<file path="config.mk">
export PLATFORM = sky130hd
export DESIGN_NAME = captura_simbolo
export DESIGN_NICKNAME = d
export VERILOG_FILES = /design/src/rtl/captura_pkg.sv /design/src/rtl/sincronizador.sv /design/src/rtl/captura_simbolo.sv
export SDC_FILE = /design/constraint.sdc
export NUM_CORES = 1
export LEC_CHECK = 0
export ABC_AREA = 0
export CAP_MARGIN = 0
export CORE_ASPECT_RATIO = 0.7
export CORE_UTILIZATION = 30
export CTS_BUF_LIST = sky130_fd_sc_hd__clkbuf_8 sky130_fd_sc_hd__clkbuf_16
export DETAILED_ROUTE_END_ITERATION = 8
export HOLD_SLACK_MARGIN = 0.12
export SLEW_MARGIN = 10
export SYNTH_ARGS = -nofsm -noshare
export SYNTH_HDL_FRONTEND = slang
export SYNTH_SLANG_ARGS = --single-unit
</file>
<file path="constraint.sdc">
create_clock -name clk -period 3 [get_ports clk]
set_input_delay 0.45 -clock clk [delete_from_list [all_inputs] [get_ports clk]]
set_output_delay 0.45 -clock clk [all_outputs]
set_load 0.01 [all_outputs]
</file>
<file path="src/rtl/captura_pkg.sv">
// Shared definitions for the symbol capture stage and the downstream symbol-sequence machine.
// State encodings, the six legal symbol codes and the default debounce length live here.
package captura_pkg;

   localparam logic [2:0] ST_IDLE     = 3'd0;
   localparam logic [2:0] ST_PRESS    = 3'd1;
   localparam logic [2:0] ST_STROBE   = 3'd2;
   localparam logic [2:0] ST_WAIT_REL = 3'd3;
   localparam logic [2:0] ST_RELEASE  = 3'd4;

   typedef enum logic [2:0] {
      IDLE     = ST_IDLE,
      PRESS    = ST_PRESS,
      STROBE   = ST_STROBE,
      WAIT_REL = ST_WAIT_REL,
      RELEASE  = ST_RELEASE
   } estado_t;

   localparam logic [6:0] SIMBOLO_0 = 7'b0010000;
   localparam logic [6:0] SIMBOLO_1 = 7'b0100100;
   localparam logic [6:0] SIMBOLO_2 = 7'b0000010;
   localparam logic [6:0] SIMBOLO_3 = 7'b1000111;
   localparam logic [6:0] SIMBOLO_4 = 7'b0111010;
   localparam logic [6:0] SIMBOLO_5 = 7'b0101001;

   localparam int DEBOUNCE_CYCLES_DEF = 16;

   // True when the code is one of the six symbols the downstream machine understands.
   function automatic logic es_simbolo_valido(input logic [6:0] s);
      logic r;
      r = 1'b0;
      if (s == SIMBOLO_0 || s == SIMBOLO_1 || s == SIMBOLO_2 ||
          s == SIMBOLO_3 || s == SIMBOLO_4 || s == SIMBOLO_5)
         r = 1'b1;
      return r;
   endfunction

endpackage

</file>
<file path="src/rtl/sincronizador.sv">
// Two-flop synchronizer of configurable width, asynchronous active-high reset.
// Each bit is synchronized independently; no multi-bit coherency is implied.
module sincronizador #(
   parameter int W = 1
) (
   input  logic         clk,
   input  logic         res,
   input  logic [W-1:0] d,
   output logic [W-1:0] q
);

   logic [W-1:0] meta;

   always_ff @(posedge clk or posedge res) begin
      if (res) begin
         meta <= '0;
         q    <= '0;
      end else begin
         meta <= d;
         q    <= meta;
      end
   end

endmodule

</file>
<file path="src/rtl/captura_simbolo.sv">
// Switch/button capture stage: synchronizes inputs, debounces press and release, emits codigo + ctrl.
// Optional symbol filtering is enabled with `define CAPTURA_FILTRO_SIMBOLO_EN.
module captura_simbolo
   import captura_pkg::*;
#(
   parameter int DEBOUNCE_CYCLES = DEBOUNCE_CYCLES_DEF,
   parameter int CNT_W           = 8
) (
   input  logic       clk,
   input  logic       res,
   input  logic [6:0] sw_raw,
   input  logic       btn_raw,
   output logic [6:0] codigo,
   output logic       ctrl,
   output logic       busy,
   output logic       invalido
);

   localparam logic [CNT_W-1:0] CNT_MAX = CNT_W'(DEBOUNCE_CYCLES - 1);

   logic [6:0]       sw_s;
   logic             btn_s;
   estado_t          estado, estado_sig;
   logic [CNT_W-1:0] cnt, cnt_sig;
   logic [6:0]       codigo_sig;
   logic             ctrl_sig;

   sincronizador #(.W(7)) u_sinc_sw (
      .clk (clk),
      .res (res),
      .d   (sw_raw),
      .q   (sw_s)
   );

   sincronizador #(.W(1)) u_sinc_btn (
      .clk (clk),
      .res (res),
      .d   (btn_raw),
      .q   (btn_s)
   );

`ifdef CAPTURA_FILTRO_SIMBOLO_EN
   logic invalido_q, invalido_sig;
`endif

   always_ff @(posedge clk or posedge res) begin
      if (res) begin
         estado <= IDLE;
         cnt    <= '0;
         codigo <= '0;
         ctrl   <= 1'b0;
`ifdef CAPTURA_FILTRO_SIMBOLO_EN
         invalido_q <= 1'b0;
`endif
      end else begin
         estado <= estado_sig;
         cnt    <= cnt_sig;
         codigo <= codigo_sig;
         ctrl   <= ctrl_sig;
`ifdef CAPTURA_FILTRO_SIMBOLO_EN
         invalido_q <= invalido_sig;
`endif
      end
   end

   // Strobes default low every cycle, so ctrl/invalido are single-cycle by construction.
   always_comb begin
      estado_sig = estado;
      cnt_sig    = cnt;
      codigo_sig = codigo;
      ctrl_sig   = 1'b0;
`ifdef CAPTURA_FILTRO_SIMBOLO_EN
      invalido_sig = 1'b0;
`endif
      case (estado)
         IDLE: begin
            if (btn_s) begin
               estado_sig = PRESS;
               cnt_sig    = '0;
            end
         end
         PRESS: begin
            if (!btn_s) begin
               estado_sig = IDLE;
            end else if (cnt == CNT_MAX) begin
`ifdef CAPTURA_FILTRO_SIMBOLO_EN
               if (es_simbolo_valido(sw_s)) begin
                  codigo_sig = sw_s;
                  ctrl_sig   = 1'b1;
               end else begin
                  invalido_sig = 1'b1;
               end
`else
               codigo_sig = sw_s;
               ctrl_sig   = 1'b1;
`endif
               estado_sig = STROBE;
            end else begin
               cnt_sig = cnt + CNT_W'(1);
            end
         end
         STROBE: begin
            estado_sig = WAIT_REL;
         end
         WAIT_REL: begin
            if (!btn_s) begin
               estado_sig = RELEASE;
               cnt_sig    = '0;
            end
         end
         RELEASE: begin
            if (btn_s) begin
               estado_sig = WAIT_REL;
            end else if (cnt == CNT_MAX) begin
               estado_sig = IDLE;
            end else begin
               cnt_sig = cnt + CNT_W'(1);
            end
         end
         default: begin
            estado_sig = IDLE;
            cnt_sig    = '0;
         end
      endcase
   end

   assign busy = (estado != IDLE);

`ifdef CAPTURA_FILTRO_SIMBOLO_EN
   assign invalido = invalido_q;
`else
   assign invalido = 1'b0;
`endif

endmodule

</file>
Yosys cells after proc, flatten, opt, wreduce, memory -nomap -nowiden
Index checks and enable logic that the tools add are counted.
{"block": "totals", "wordCells": 42, "reg_bits": 35}
{"block": "op_classes", "n_addsub": 1, "eq_ne": 11, "reduce_logical": 5, "bitwise": 1, "n_mux": 16}
{"cell": "$mux 8", "n": 5}
{"cell": "$pmux 8 s5", "n": 1}
{"cell": "$mux 3", "n": 6}
{"cell": "$pmux 3 s5", "n": 1}
{"cell": "$add 8x1->8 const B", "n": 1}
{"cell": "$eq 8x4->1 const B", "n": 1}
{"cell": "$eq 3x2->1 const B", "n": 2}
{"cell": "$reduce_and 5->1", "n": 1}
{"cell": "$ne 2x1->1 const B", "n": 2}
{"cell": "$ne 2x2->1 const B", "n": 2}
{"cell": "$reduce_and 4->1", "n": 1}
{"cell": "$eq 3x1->1 const B", "n": 1}
{"cell": "$eq 3x3->1 const B", "n": 1}
{"cell": "$logic_not 3->1", "n": 1}
{"cell": "$mux 1", "n": 3}
{"cell": "$ne 3x2->1 const B", "n": 1}
{"cell": "$ne 3x3->1 const B", "n": 1}
{"cell": "$reduce_and 3->1", "n": 1}
{"cell": "$reduce_bool 3->1", "n": 1}
{"cell": "$not 1->1", "n": 1}

Longest topological paths before layout
Gate-level depths: netlist of run 1.
{"block": "logic_depth", "depth_word": 4, "depth_mapped": 6, "ltp_nobuf": 5}

Modules after synthesis
Synthesis of run 1 repeated with hierarchy kept, for this count alone.
{"block": "unflattened", "cells_unflattened": 112, "hier_area_um2": 1440.1}
{"mod": "captura_simbolo", "seq_area_each_um2": 475.5, "n_inst": 1, "cells_per_inst": 94, "area_each_um2": 1032.2}
{"mod": "sincronizador at u_sinc_sw", "seq_area_each_um2": 350.3, "n_inst": 1, "cells_per_inst": 15, "area_each_um2": 354.1}
{"mod": "sincronizador at u_sinc_btn", "seq_area_each_um2": 50.0, "n_inst": 1, "cells_per_inst": 3, "area_each_um2": 53.8}

Worst setup path after synthesis of run 1
No wires, ideal clock.
{"block": "synth_path", "path_type": "reg-to-reg", "from": "register cnt[0]", "to": "register codigo[0]", "arrival_time_ns": 1.693, "period_less_slack_ns": 1.818, "n_path_buf": 1, "setup_ns": 0.125, "stages_incl_launch_ff": 7, "setup_slack_ns": 1.182, "cell_sequence": "dfrtp_1 > ha_1 > and4b_4 > nand2_2 > or3b_1 > buf_6 > mux2_4"}
{"block": "synth_between", "elab_chain_cells": 2}
{"item": "from (decl)", "line_no": "captura_simbolo.sv:24", "source": "logic [CNT_W-1:0] cnt, cnt_sig;"}
{"item": "from (signal assigned)", "line_no": "captura_simbolo.sv:57", "source": "cnt <= cnt_sig;"}
{"item": "$eq 8x4->1", "line_no": "captura_simbolo.sv:85", "source": "end else if (cnt == CNT_MAX) begin"}
{"item": "$reduce_and 3->1 (no line)"}
{"item": "to (signal assigned)", "line_no": "captura_simbolo.sv:58", "source": "codigo <= codigo_sig;"}
{"item": "to (decl)", "line_no": "captura_simbolo.sv:13", "source": "output logic [6:0] codigo,"}
Every way passes these cells.
A chain may end at the register's enable or synchronous reset.

Final worst setup path of run 1
{"block": "layout_path", "from": "register cnt[0]", "to": "register codigo[5]"}
The elaborated chain is that of the path after synthesis.

==> results of run 1 <==
[state kept, by name (all words and copies together), names as in the netlist]
signal,cells
cnt,8
codigo,7
ctrl,1
estado,3
u_sinc_btn.meta,1
u_sinc_btn.q,1
u_sinc_sw.meta,7
u_sinc_sw.q,7
[layout by cell type (no fill, tap or decap), types with 3 or more instances in the layout]
master,instances
inv_1,8
dfrtp_1,35
o21ai_0,3
o211ai_1,5
o221ai_1,3
clkdlybuf4s50_1,18
nand3_1,13
mux2_4,7
nand4_1,3
nor2b_1,3
nor2_1,4
clkbuf_8,5
nand2_1,5
[logic make-up (layout without fill, tap and decap cells)]
kind of cell	count (synthesis)	in the layout	synth area share [%]
buffers and inverters	12	36	4.000
other	1	1	0.2606
adder cells (fa/ha/maj)	1	1	0.8694
multiplexers	8	8	8.000
AO/OA/AOI/OAI	18	18	9.653
flip-flops	35	35	60.87
AND/OR/NAND/NOR	41	41	16.35
[synthesized netlist by cell type]
master,n
o221ai_1,3
inv_1,8
nor3_1,2
nand3_1,13
mux2_4,7
a22oi_2,1
mux2i_1,1
nand4_1,3
nand3b_1,1
conb_1,1
a32oi_1,1
nor3_2,1
o211ai_1,5
nand2b_1,2
nor2b_1,3
and2_1,1
or3_1,1
buf_4,1
or3b_2,1
nand2_1,5
a21oi_1,1
dfrtp_1,35
buf_6,1
o21ai_0,3
buf_2,1
clkinv_1,1
nor2_1,4
ha_1,1
o2bb2ai_1,1
or3b_1,1
o21a_1,1
nor4b_1,1
and4b_4,1
a211o_1,2
nand2_2,1
[final timing paths]
| kind | end | cells after the start | from | slack (ns) |
|---|---|---|---|---|
| max in group asynchronous | cnt[5] | 3 | res | 2.14 |
| min in group asynchronous | estado[2] | 3 | res | 0.56 |
| hold reg to reg | u_sinc_btn.q | 0 | u_sinc_btn.meta | 0.35 |
| setup reg to reg | codigo[5] | 5 | cnt[0] | 0.94 |
| hold / removal | u_sinc_btn.q | 0 | u_sinc_btn.meta | 0.35 |
| setup / recovery | codigo[5] | 5 | cnt[0] | 0.94 |
[per-layer routing]
metal  vias up  global-route usage (%)  wire length, um
li1        457                       -                -
met5         -                       0                0
met2        30                   18.47             1173
met1       463                   15.85             1237
met4         0                   5.811               51
met3         8                   3.591              103
[power breakdown]
group          total (mW)  switching [mW]  leakage, nW  internal [mW]
sequential          0.562          0.0505        0.446          0.511
combinational       0.232           0.136        0.279         0.0956
clock               0.330           0.168       0.0402          0.161
[cell type report]
cell class / count / area, sq um
fill: 412 / 2719
sequential: 35 / 875.8
multi-input combinational: 69 / 505.5
timing repair buffer: 19 / 187.7
clock buffer: 5 / 68.82
tap: 55 / 68.82
inverter: 9 / 33.78
clock inverter: 3 / 20.02
[stage by stage]
stage,utilization (%),total power [mW],setup WS [ns]
after floorplan,-,0.7241,1.182
after global placement,37.32,0.7914,1.016
after detailed placement,37.32,0.7975,0.9533
after CTS,39.30,1.129,0.9505
after global routing,39.30,1.190,0.8207
final,39.30,1.123,0.9418
==> flow_metrics.env, run 1 <==
export IMPL_status="finished, final reports clean"
export IMPL_synth_warnings=0
export IMPL_cp_top_family="simple AND/OR/NAND/NOR gates"
export IMPL_cts_setup_buffers=0
export IMPL_crit_chain="ha_1 -> and4b_4 -> nand2_2 -> or3b_1 -> mux2_4"
export IMPL_dieWidth_um=84.78
export IMPL_cp_required_ns=3.17
export IMPL_dp_hpwl_mm=1.804
export IMPL_place_area_sq_um=1672
export IMPL_startpoint_type="flip-flop"
export IMPL_clk_pin_slew_worst_paths_ns=0.08
export IMPL_endpoint_kind="flip-flop"
export IMPL_final_max_slew_viol_count=0
export IMPL_grt_max_degree=36
export IMPL_syn_to_final_growth_pct=22.35
export IMPL_arrival_ns=2.23
export IMPL_gp_congestion=0.8686
export IMPL_die_area_sq_um=5081
export IMPL_fmaxAchievable_mhz=485.9
export IMPL_gr_usage_all_layers_pct=12.04
export IMPL_ctsResizeCount=0
export IMPL_syn_num_nets=127
export IMPL_routed_via_density=4.913
export IMPL_slowest_stage="or3b_1"
export IMPL_worstSetupPathType="reg -> reg"
export IMPL_nets=150
export IMPL_synth_top_area_share_pct=60.87
export IMPL_grt_overflow=0
export IMPL_drt_iter0_markers=73
export IMPL_clock_root_buffer="clkbuf_8"
export IMPL_io_pins=20
export IMPL_drc=0
export IMPL_pwr_density_cell_nw_per_um2=638.0
export IMPL_fin_crit_ns=2.058
export IMPL_numCtsBuffers=5
export IMPL_place_inst=187
export IMPL_drv_cap=0
export IMPL_wl_mm=2.565
export IMPL_h_tree_depth=2
export IMPL_synth_top_cell_by_area="dfrtp_1"
export IMPL_syn_area_per_cell_sq_um=12.40
export IMPL_clock_path_buffers=2
export IMPL_initial_core_util_pct=32.12
export IMPL_synth_area_leaders="dfrtp_1, mux2_4, nand3_1"
export IMPL_ant_nets=0
export IMPL_cts_tree="yes"
export IMPL_hold_class="reg -> reg"
export IMPL_rows=20
export IMPL_fin_skew_ns=0.008408
export IMPL_cpPeakStageDelay_ns=0.59
export IMPL_drt_pre_antenna_iters=6
export IMPL_path_buf_inv=0
export IMPL_drive_gt1_share_pct=15.00
export IMPL_stdcell_count=195
export IMPL_hold_slack_ns=0.3494
export IMPL_ir_worst_vdd_mv=0.2240
export IMPL_antenna_found_initial=0
export IMPL_syn_inst=116
export IMPL_post_drt_wl_per_cell_um=13.15
export IMPL_grt_pass1_wl_mm=4.609
export IMPL_clock_latency_ns=0.28
export IMPL_fp_dieH_um=59.94
export IMPL_ys_types=35
export IMPL_io_buffers=18
export IMPL_final_design_area_no_fill_sq_um=1760
export IMPL_n_antenna_cell=0
export IMPL_core_area_sq_um=4479
export IMPL_ys_ff_latch=35
export IMPL_hold_viol_final=0
export IMPL_rsz0062_at_grt="false"
export IMPL_fin_tns_setup_ns=0
export IMPL_path_max_fanout=8
export IMPL_cts_hold_buf=0
export IMPL_num_vias=958
export IMPL_cts_num_sinks=35
export IMPL_post_route_period_util_pct=68.61
export IMPL_grt_pass1_vias=987
export IMPL_syn_area_sq_um=1439
export IMPL_setup_viol=0
export IMPL_leakage_nw=0.7658
export IMPL_synth_seq_area_share_pct=60.87
(Power assumes the default switching activity.)
==> run 2: changes to the inputs <==
clock period = 1.8 ns   (was 3 ns; I/O delays follow)
==> run 2 against run 1 <==
Against the previous run: first-iteration DRC count decreased by 23%; global-route usage up 2.1 points; maximum frequency up 16%; power rose by 81%; core utilization increased by 4.0 points; cell area is 10% higher; critical endpoint is now codigo[4]; highest routed layer unchanged.
==> flow_metrics.env, run 2 (synthesized netlist as in run 1, its figures left out) <==
export IMPL_status="finished, final reports clean"
export IMPL_rsz0062_at_grt="true"
export IMPL_nets=171
export IMPL_wl_mm=3.048
export IMPL_grt_overflow=0
export IMPL_rr_startpoint="cnt[1]"
export IMPL_fin_skew_ns=0.004955
export IMPL_dp_hpwl_mm=2.242
export IMPL_rows=20
export IMPL_final_max_slew_viol_count=0
export IMPL_numCtsBuffers=5
export IMPL_num_vias=1039
export IMPL_ant_nets=0
export IMPL_cp_required_ns=1.98
export IMPL_hold_slack_ns=0.2208
export IMPL_grt_pass1_vias=1121
export IMPL_ff2ff_setup_slack_ns=0.02
export IMPL_die_area_sq_um=5081
export IMPL_reg2reg_depth=6
export IMPL_syn_to_final_growth_pct=34.70
export IMPL_met3_usage_pct=4.006
export IMPL_dieWidth_um=84.78
export IMPL_grt_pass1_wl_mm=5.244
export IMPL_ir_worst_vdd_mv=0.6357
export IMPL_timing_rr_end="codigo[4]"
export IMPL_cts_tree="yes"
export IMPL_fmaxAchievable_mhz=561.7
export IMPL_grt_max_degree=30
export IMPL_layout_setup_ws_ns=0.01974
export IMPL_leakage_nw=0.8761
export IMPL_initial_core_util_pct=32.12
export IMPL_setup_viol=0
export IMPL_routed_via_density=4.810
export IMPL_clock_path_buffers=2
export IMPL_endpoint_kind="flip-flop"
export IMPL_core_area_sq_um=4479
export IMPL_layout_common_cells="dfrtp_1, buf_4, clkdlybuf4s50_1"
export IMPL_p_total_mw=2.038
export IMPL_top_usage_layer="met2"
export IMPL_post_route_period_util_pct=98.90
export IMPL_crit_chain="ha_2 -> and4b_4 -> nand2_2 -> or3b_1 -> buf_6 -> mux2_4"
export IMPL_drt_iter0_markers=56
export IMPL_fin_crit_ns=1.780
export IMPL_pwr_density_cell_nw_per_um2=1051
export IMPL_clock_latency_ns=0.29
export IMPL_slowest_stage="dfrtp_1"
export IMPL_cpPeakStageDelay_ns=0.36
export IMPL_worstSetupPathType="reg -> reg"
export IMPL_startpoint_type="flip-flop"
export IMPL_fp_dieH_um=59.94
export IMPL_largest_register="cnt"
export IMPL_clock_root_buffer="clkbuf_8"
export IMPL_met1_usage_pct=16.80
export IMPL_drt_pre_antenna_iters=6
export IMPL_mostFrequentLayoutCell="dfrtp_1"
export IMPL_path_max_fanout=8
export IMPL_drive_gt1_share_pct=27.33
export IMPL_h_tree_depth=2
export IMPL_cts_hold_buf=0
export IMPL_drv_cap=0
export IMPL_hold_class="in -> async"
export IMPL_io_buffers=18
export IMPL_post_drt_wl_per_cell_um=14.11
export IMPL_clk_pin_slew_worst_paths_ns=0.07
export IMPL_post_place_ws_ns=-0.01094
export IMPL_hold_viol_final=0
export IMPL_gr_usage_all_layers_pct=14.13
export IMPL_antenna_found_initial=0
export IMPL_gp_congestion=0.7833
export IMPL_io_pins=20
export IMPL_final_core_util_pct=43.27
export IMPL_n_antenna_cell=0
export IMPL_path_buf_inv=1
export IMPL_arrival_ns=1.96
export IMPL_grtUsageMet2_pct=24.27
export IMPL_largest_reg_flops=8
export IMPL_cts_num_sinks=35
export IMPL_cp_top_family="simple AND/OR/NAND/NOR gates"
export IMPL_drc=0
-- run 2: per-layer routing --
| layer | vias to the layer above | wire [um] |
|---|---|---|
| li1 | 499 | - |
| met1 | 502 | 1416 |
| met2 | 33 | 1433 |
| met3 | 5 | 146 |
| met4 | 0 | 51 |
| met5 | - | 0 |
-- run 2: where the power goes --
group / internal (mW) / total (mW) / switching [mW]
Combinational: 0.267 / 0.586 / 0.318
Sequential: 0.852 / 0.890 / 0.0372
Clock: 0.269 / 0.563 / 0.294
Total: 1.39 / 2.04 / 0.649
-- run 2: cell type report --
cell class | count | area, sq um
sequential | 35 | 875.8
timing repair buffer | 40 | 360.3
clock inverter | 3 | 20.02
tap | 55 | 68.82
clock buffer | 5 | 68.82
inverter | 9 | 33.78
multi-input combinational | 69 | 510.5
fill | 414 | 2541
-- run 2: worst max path at each step --
stage                     startpoint   endpoint  slack (ns)  cells after the start
after CTS                     cnt[0]  codigo[4]        0.02                      6
after floorplan               cnt[0]  codigo[0]       0.007                      6
after global routing          cnt[1]  codigo[1]       -0.03                      6
after global placement        cnt[1]  codigo[3]        0.04                      6
after detailed placement      cnt[1]  codigo[4]       -0.01                      6
final                         cnt[1]  codigo[4]        0.02                      6
-- run 2: stage by stage --
step,setup TNS (ns),cells,cell area [sq um]
floorplan,0,116,1441
global placement,0,205,1822
detailed placement,-0.01619,205,1822
CTS,0,214,1923
global route,-0.2190,216,1938
finish,0,216,1938
-- run 2: what timing repair did --
item | CTS | global route
resized for setup | 3 | 0
buffers inserted | 1 | 2
endpoints found under the setup margin | 8 | 11
==> run 3: changes to the inputs <==
clock period = 1.7 ns   (was 1.8 ns; I/O delays follow)
==> run 3 against run 2 <==
Against the previous run: the run now ends with setup timing left; sequential share of layout area shrank 1.3 points; critical path depth is the same; count of clock-buffer cells in the layout is the same; register-to-register slack lost 0.07 ns; die area is the same; clock skew shrank 0.0013 ns; maximum frequency grew 1.6%; flip-flop and latch count is the same; clock power grew 4.6%; global-route usage shrank 1.4 points; largest power group unchanged; highest routed layer unchanged.
==> flow_metrics.env, run 3 (synthesized netlist as in run 1, its figures left out) <==
export IMPL_post_place_ws_ns=-0.07449
export IMPL_multi_input_area_sq_um=548.0
export IMPL_nets=175
export IMPL_fmaxAchievable_mhz=570.6
export IMPL_cp_required_ns=1.87
export IMPL_seq_area_sq_um=875.8
export IMPL_clk_pin_slew_worst_paths_ns=0.07
export IMPL_dp_hpwl_mm=2.032
export IMPL_die_area_sq_um=5081
export IMPL_rsz0062_at_grt="true"
export IMPL_layout_common_cells="dfrtp_1, buf_4, clkdlybuf4s50_1"
export IMPL_grt_max_degree=36
export IMPL_crit_chain="ha_2 -> and4b_4 -> nand2_2 -> or3b_1 -> buf_6 -> mux2_4"
export IMPL_antenna_found_initial=0
export IMPL_syn_to_final_growth_pct=38.61
export IMPL_drive_gt1_share_pct=33.33
export IMPL_hold_slack_ns=0.3488
export IMPL_p_total_mw=2.231
export IMPL_drv_cap=0
export IMPL_fin_skew_ns=0.003607
export IMPL_hold_class="reg -> reg"
export IMPL_pwr_density_cell_nw_per_um2=1119
export IMPL_post_drt_wl_per_cell_um=13.22
export IMPL_numCtsBuffers=5
export IMPL_grt_pass1_vias=950
export IMPL_clock_latency_ns=0.28
export IMPL_initial_core_util_pct=32.12
export IMPL_slowest_stage="dfrtp_1"
export IMPL_final_max_slew_viol_count=0
export IMPL_grt_overflow=0
export IMPL_grt_pass1_wl_mm=4.740
export IMPL_path_max_fanout=8
export IMPL_place_area_sq_um=1832
export IMPL_ir_worst_vdd_mv=0.5709
export IMPL_worstSetupPathType="reg -> reg"
export IMPL_status="finished with violations"
export IMPL_final_core_util_pct=44.53
export IMPL_cts_hold_buf=0
export IMPL_violations="setup timing"
export IMPL_post_route_period_util_pct=103.1
export IMPL_drt_pre_antenna_iters=6
export IMPL_drc=0
export IMPL_path_buf_inv=1
export IMPL_largest_register="cnt"
export IMPL_setup_viol=7
export IMPL_clock_path_buffers=2
export IMPL_cts_num_sinks=35
export IMPL_h_tree_depth=2
export IMPL_num_vias=1059
export IMPL_hold_viol_final=0
export IMPL_rows=20
export IMPL_drt_iter0_markers=78
export IMPL_gp_congestion=0.8156
export IMPL_cts_tree="yes"
export IMPL_cp_top_family="simple AND/OR/NAND/NOR gates"
export IMPL_ant_nets=0
export IMPL_fin_crit_ns=1.753
export IMPL_cpPeakStageDelay_ns=0.36
export IMPL_n_antenna_cell=0
export IMPL_io_buffers=18
export IMPL_layout_setup_ws_ns=-0.05268
export IMPL_fp_dieH_um=59.94
export IMPL_gr_usage_all_layers_pct=12.76
export IMPL_leakage_nw=0.9062
export IMPL_clock_root_buffer="clkbuf_8"
export IMPL_ff2ff_setup_slack_ns=-0.05
export IMPL_dieWidth_um=84.78
export IMPL_routed_via_density=4.814
export IMPL_largest_reg_flops=8
export IMPL_endpoint_kind="flip-flop"
export IMPL_startpoint_type="flip-flop"
export IMPL_io_pins=20
export IMPL_arrival_ns=1.92
export IMPL_core_area_sq_um=4479
export IMPL_wl_mm=2.909
export IMPL_fillers=414
export IMPL_final_design_area_no_fill_sq_um=1994
export IMPL_mostFrequentLayoutCell="dfrtp_1"
[run 3: path summary, 6_finish.rpt]
| kind | start | end | cells past startpoint |
|---|---|---|---|
| max reg2reg | cnt[1] | codigo[1] | 6 |
| max | cnt[1] | codigo[1] | 6 |
| min | u_sinc_sw.meta[3] | u_sinc_sw.q[3] | 0 |
| min in group asynchronous | res | u_sinc_sw.meta[4] | 3 |
| max in group asynchronous | res | codigo[6] | 3 |
| min reg2reg | u_sinc_sw.meta[3] | u_sinc_sw.q[3] | 0 |
[run 3: repair_timing]
action / CTS / global route
resized for setup: 6 / 7
pin swaps: 2 / 2
buffers inserted: 3 / 1
endpoints found under the setup margin: 10 / 17
[run 3: per-layer routing]
metal	global-route usage [%]	vias to the layer above	share of wire (%)
li1	-	506	-
met1	19.35	514	49
met5	0	-	0
met3	3.039	5	6.0
met4	5.811	0	1.4
met2	17.07	34	44
[run 3: layout make-up]
| class | instances | area share, % |
|---|---|---|
| flip-flops and latches | 35 | 43.91 |
| multi-input cells | 69 | 27.48 |
| repair buffers | 44 | 19.01 |
| clock buffers | 5 | 3.450 |
| well taps | 55 | 3.450 |
| inverters | 9 | 1.694 |
| clock inverters | 3 | 1.004 |
[run 3: power breakdown]
group | switching [mW] | internal [mW]
sequential | 0.0420 | 0.902
combinational | 0.381 | 0.317
clock | 0.304 | 0.285
[run 3: per-stage QoR]
step           cells  TNS [ns]
2_1_floorplan    116   -0.6487
3_3_place_gp     208   -0.4174
3_5_place_dp     208   -0.4926
4_1_cts          219   -0.4264
5_1_grt          220   -0.6452
6_report         220   -0.3501
